### config.mk
export PLATFORM = sky130hd
export DESIGN_NAME = alarm_set_controller
export DESIGN_NICKNAME = d
export VERILOG_FILES = /design/src/rtl/alarm_set_controller.sv
export SDC_FILE = /design/constraint.sdc
export NUM_CORES = 1
export LEC_CHECK = 0
export ABC_AREA = 1
export ABC_CLOCK_PERIOD_IN_PS = 8730
export BUFFER_PORTS_ARGS = -buffer_cell sky130_fd_sc_hd__buf_2
export CORE_MARGIN = 2
export CORE_UTILIZATION = 35
export DETAILED_ROUTE_END_ITERATION = 8
export GPL_ROUTABILITY_DRIVEN = 0
export PLACE_DENSITY = 0.59
export SYNTH_ARGS = -nofsm -noshare
export SYNTH_HDL_FRONTEND = slang
export SYNTH_SLANG_ARGS = --single-unit
### constraint.sdc
create_clock -name clk -period 8.73 [get_ports clk]
set_input_delay 1.746 -clock clk [delete_from_list [all_inputs] [get_ports clk]]
set_output_delay 1.746 -clock clk [all_outputs]
set_load 0.01 [all_outputs]
### src/rtl/alarm_set_controller.sv
// Keypad HH:MM entry sequencer: collects four digits, validates a 24-hour time, strobes a load.
// Optional input debounce is enabled with the KEY_DEBOUNCE_EN macro.
module alarm_set_controller #(
  parameter int TIMEOUT_CYCLES  = 153600,
  parameter int CNT_W           = 18,
  parameter int DEBOUNCE_CYCLES = 1024
) (
  input  logic       clk,
  input  logic       reset,
  input  logic       alarm_button,
  input  logic       time_button,
  input  logic [9:0] keypad_buttons,
  output logic       entry_active,
  output logic       entry_target,
  output logic [2:0] digit_count,
  output logic [4:0] set_hour,
  output logic [5:0] set_min,
  output logic       load_time,
  output logic       load_alarm,
  output logic       entry_error
);

  typedef enum logic [1:0] {IDLE, ENTER, VALIDATE, COMMIT} state_t;

  localparam logic [CNT_W-1:0] TMAX = CNT_W'(TIMEOUT_CYCLES - 1);

  if (TIMEOUT_CYCLES < 2 || TIMEOUT_CYCLES > (1 << CNT_W) ||
      DEBOUNCE_CYCLES < 1 || DEBOUNCE_CYCLES > (1 << CNT_W)) begin : g_bad_params
    $error("alarm_set_controller: CNT_W too narrow for TIMEOUT_CYCLES/DEBOUNCE_CYCLES");
  end

  // Bit layout of sampled inputs: {alarm, time, keypad[9:0]}
  logic [11:0] raw_q;
  logic [11:0] samp;
  logic [11:0] samp_prev;

  always_ff @(posedge clk or negedge reset) begin
    if (!reset) begin
      raw_q <= '0;
    end else begin
      raw_q <= {alarm_button, time_button, keypad_buttons};
    end
  end

`ifdef KEY_DEBOUNCE_EN
  localparam logic [CNT_W-1:0] DEB_MAX = CNT_W'(DEBOUNCE_CYCLES - 1);
  logic [11:0]      raw_prev;
  logic [CNT_W-1:0] deb_cnt;

  always_ff @(posedge clk or negedge reset) begin
    if (!reset) begin
      raw_prev <= '0;
      deb_cnt  <= '0;
      samp     <= '0;
    end else begin
      raw_prev <= raw_q;
      if (raw_q != raw_prev) begin
        deb_cnt <= '0;
      end else if (deb_cnt == DEB_MAX) begin
        samp <= raw_q;
      end else begin
        deb_cnt <= deb_cnt + 1'b1;
      end
    end
  end
`else
  assign samp = raw_q;
`endif

  always_ff @(posedge clk or negedge reset) begin
    if (!reset) begin
      samp_prev <= '0;
    end else begin
      samp_prev <= samp;
    end
  end

  logic       time_press;
  logic       alarm_press;
  logic       key_evt;
  logic [3:0] key_digit;

  assign time_press  = samp[10] & ~samp_prev[10];
  assign alarm_press = samp[11] & ~samp_prev[11];
  // A multi-key pattern leaves samp_prev non-zero, so it also blocks rearming
  assign key_evt     = $onehot(samp[9:0]) && (samp_prev[9:0] == 10'd0);

  always_comb begin
    key_digit = 4'd0;
    for (int i = 0; i < 10; i++) begin
      if (samp[i]) key_digit = 4'(i);
    end
  end

  state_t           state, state_n;
  logic             target, target_n;
  logic [2:0]       count_n;
  logic [CNT_W-1:0] timer, timer_n;
  logic [3:0][3:0]  dig, dig_n;
  logic [4:0]       hour_n;
  logic [5:0]       min_n;
  logic [6:0]       hour_sum;
  logic [6:0]       min_sum;
  logic             valid;

  assign hour_sum = 7'(dig[0]) * 7'd10 + 7'(dig[1]);
  assign min_sum  = 7'(dig[2]) * 7'd10 + 7'(dig[3]);
  assign valid    = (hour_sum <= 7'd23) && (min_sum <= 7'd59);

  always_ff @(posedge clk or negedge reset) begin
    if (!reset) begin
      state       <= IDLE;
      target      <= 1'b0;
      digit_count <= '0;
      timer       <= '0;
      dig         <= '0;
      set_hour    <= '0;
      set_min     <= '0;
    end else begin
      state       <= state_n;
      target      <= target_n;
      digit_count <= count_n;
      timer       <= timer_n;
      dig         <= dig_n;
      set_hour    <= hour_n;
      set_min     <= min_n;
    end
  end

  always_comb begin
    state_n  = state;
    target_n = target;
    count_n  = digit_count;
    timer_n  = timer;
    dig_n    = dig;
    hour_n   = set_hour;
    min_n    = set_min;
    case (state)
      IDLE: begin
        count_n = 3'd0;
        timer_n = '0;
        if (time_press) begin
          state_n  = ENTER;
          target_n = 1'b0;
        end else if (alarm_press) begin
          state_n  = ENTER;
          target_n = 1'b1;
        end
      end
      ENTER: begin
        if (time_press || alarm_press) begin
          state_n = IDLE;
          count_n = 3'd0;
        end else if (key_evt) begin
          dig_n[digit_count[1:0]] = key_digit;
          count_n = digit_count + 3'd1;
          timer_n = '0;
          if (digit_count == 3'd3) state_n = VALIDATE;
        end else if (timer == TMAX) begin
          state_n = IDLE;
          count_n = 3'd0;
        end else begin
          timer_n = timer + 1'b1;
        end
      end
      VALIDATE: begin
        if (valid) begin
          state_n = COMMIT;
          hour_n  = hour_sum[4:0];
          min_n   = min_sum[5:0];
        end else begin
          state_n = IDLE;
          count_n = 3'd0;
        end
      end
      default: begin
        state_n = IDLE;
        count_n = 3'd0;
      end
    endcase
  end

  assign entry_active = (state == ENTER);
  assign entry_target = target;
  assign load_time    = (state == COMMIT) && !target;
  assign load_alarm   = (state == COMMIT) && target;
  assign entry_error  = (state == VALIDATE) && !valid;

endmodule
==> metrics.md <==
| Metric | Value |
|---|---|
| GRT Total Usage | `14.71%` |
| WS Path Type | `reg2out` |
| Antenna Nets Post-Route | `0` |
| Max Cap Viol | `0` |
| # diodes | `0` |
| Gr ovfl total | `0` |
| Initial DRC count | `187` |
| FP Rows | `40` |
| Routed len/inst | `12.32 um` |
| Largest net degree at the start of global routing | `76` |
| Post-cts sizing count | `0` |
| Yosys top cell by area | `dfrtp_1` |
| Seq cells post-synth | `75` |
| Vias/cell | `4.649` |
| Min Tclk post-route | `4320 ps` |
| Ys Warns | `0` |
| I/O pin count | `33` |
| Most frequent cells after synthesis | `133 x nand2_1, 75 x dfrtp_1, 75 x inv_1` |
| Clk root buf | `clkbuf_16` |
| Vias after detailed routing | `3273` |
| Final setup fails | `0` |
| Final TNS setup | `0 ps` |
| DRC | `0` |
| Global-route wire length before repair | `15.20 mm` |
| Syn_nets | `560` |
| Area Overhead vs Synth | `13.41%` |
| Crit path required time | `6980 ps` |
| Initial core utilization | `35.80%` |
| Clk pin slew, worst setup/hold paths | `60 ps` |
| Tightest Hold Check Type | `reg2reg` |
| Final-report hold violation count | `0` |
| Final wirelength | `8.670 mm` |
| Final Skew | `4.679 ps` |
| Worst VDD drop | `96.05 uV` |
| CTS Buffer Depth | `2` |
| TritonCTS Buffers | `9` |
| Synthesized area | `4300 um^2` |
| Max FO, Critical Path | `3` |
| Slew Viols, Final | `0` |
| Antenna violations before repair | `0` |
| Cell leakage power | `2.424 nW` |
| Die Span X | `114.8 um` |
| Yosys cell types | `33` |
| Worst EP arrival | `2570 ps` |
| Worst slew margin | `36.62%` |
| Nets | `598` |
| Synth top area share | `43.64%` |
| Startpoint Class | `flop` |
| Worst slew pin tran | `950.7 ps` |
| Fin crit share | `49.49%` |
| Hpwl dp | `6.468 mm` |
| Total iterations of the first detailed-routing run | `4` |
| Most frequent cell after synthesis | `nand2_1` |
| FFs w/ async S/R, synth | `100.0%` |
| Height of the chip | `114.8 um` |
| DIE AREA | `13190 um^2` |
| Vias in the first global route | `3337` |
| Layout cells sized above 1 | `14.90%` |
| RSZ-0062 raised after global routing | `no` |
| Clk Latency, worst-skew pair | `340 ps` |
| Syn Inst Count | `516` |
| CORE AREA | `12010 um^2` |
| Mean Syn Cell Area | `8.334 um^2` |
| Port Buffers | `32` |
| Status | `finished clean` |
| Post-CTS Setup Inserts | `0` |
| Top cells by area, synth | `dfrtp_1 44%, nand2_1 12%, inv_1 6.5%, ha_1 5.8%, fa_1 4.7%` |
| Clock Sinks | `75` |
| Fmax | `231.5 MHz` |
| Worst setup EP type | `primary output` |
| Number of flops mapped to enable cells by yosys | `0` |
| CTS tree | `done` |
| Min Hold Slack | `387.3 ps` |
| Hold-fix buffers, CTS | `0` |
| Primary FF master, synth | `dfrtp_1` |
| Power density over the cells | `184.2 nW/um^2` |
| H-Tree Level Count | `3` |
| Register area share after synthesis | `43.64%` |
[critical path, cell delays in order (launching register included)]
cell and delay, ps:
dfrtp_1 400, ha_1 310, ha_1 190, inv_1 60
fa_1 450, nor2_1 160, nand3_1 90, nand2_1 70
nand3_1 70, nor2_1 170, a21boi_0 100, buf_2 150
[sequential cells by signal, indices dropped and copies added, names as in the netlist]
signal,cells
dig,16
digit_count,3
entry_target,1
raw_q,12
samp_prev,12
set_hour,5
set_min,6
state,2
timer,18
[worst paths after layout]
kind	startpoint	to	slack, ps	cells past startpoint
worst max-delay path	dig[9]$_DFFE_PN0P_	entry_error	4410	11
worst min-delay path	raw_q[11]$_DFF_PN0_	samp_prev[11]$_DFF_PN0_	390	0
worst max register to register	raw_q[5]$_DFF_PN0_	dig[4]$_DFFE_PN0P_	4820	18
worst min register to register	raw_q[11]$_DFF_PN0_	samp_prev[11]$_DFF_PN0_	390	0
max in group asynchronous	reset	timer[1]$_DFFE_PN0P_	6560	1
min in group asynchronous	reset	set_hour[3]$_DFFE_PN0P_	1570	1
[area by class of cell]
type	instances	area [um^2]
multi-input combinational	353	2049
timing repair buffer	32	162.7
clock inverter	3	40.04
clock buffer	11	242.7
fill	1198	7134
sequential	75	1877
inverter	83	321.6
tap	147	183.9
[cells in the final DEF (no fill, tap or decap), types with 4 or more instances in the layout]
cell / count
o21ai_2: 12
clkbuf_16: 9
buf_2: 31
inv_1: 75
dfrtp_1: 75
o21ai_1: 20
nand4_1: 10
a21oi_1: 8
xnor2_1: 4
inv_2: 6
nand2_2: 6
xor2_1: 9
nand3_1: 39
ha_1: 20
fa_1: 10
nand2_1: 133
nor2_1: 46
nor3_1: 8
o21ai_0: 8
[through the flow]
| step | util, % | cells | instance area, um^2 | total power (W) | worst slack [ps] |
|---|---|---|---|---|---|
| final | 40.60 | 704 | 4877 | 0.0008985 | 4410 |
| after global routing | 40.60 | 704 | 4877 | 0.0009454 | 4250 |
| after CTS | 40.60 | 704 | 4877 | 0.0009117 | 4417 |
| after detailed placement | 38.25 | 690 | 4594 | 0.0005424 | 4794 |
| after global placement | 38.25 | 690 | 4594 | 0.0005377 | 4864 |
| after floorplan | - | 516 | 4300 | 0.0005016 | 4963 |
[logic make-up after synthesis]
family                   after synthesis  synth area share (%)
flip-flops                            75                 43.64
buffers and inverters                 88                 8.699
XOR/XNOR                              13                 2.648
adder cells (fa/ha/maj)               30                 10.47
AO/OA/AOI/OAI                         54                 7.594
AND/OR/NAND/NOR                      256                 26.94
[per-layer routing]
metal / up-vias / routed length, um / track usage (%)
li1: 1702 / - / -
met1: 1505 / 4231 / 18.59
met2: 53 / 3958 / 23.92
met3: 13 / 290 / 3.743
met4: 0 / 189 / 6.426
met5: - / 0 / 0
[power breakdown]
| group | switching (W) | internal [W] |
|---|---|---|
| Clock | 0.000138 | 0.000225 |
| Combinational | 0.000109 | 0.0000471 |
| Sequential | 0.0000163 | 0.000364 |
Note: power is estimated with default switching activity, not from simulation.
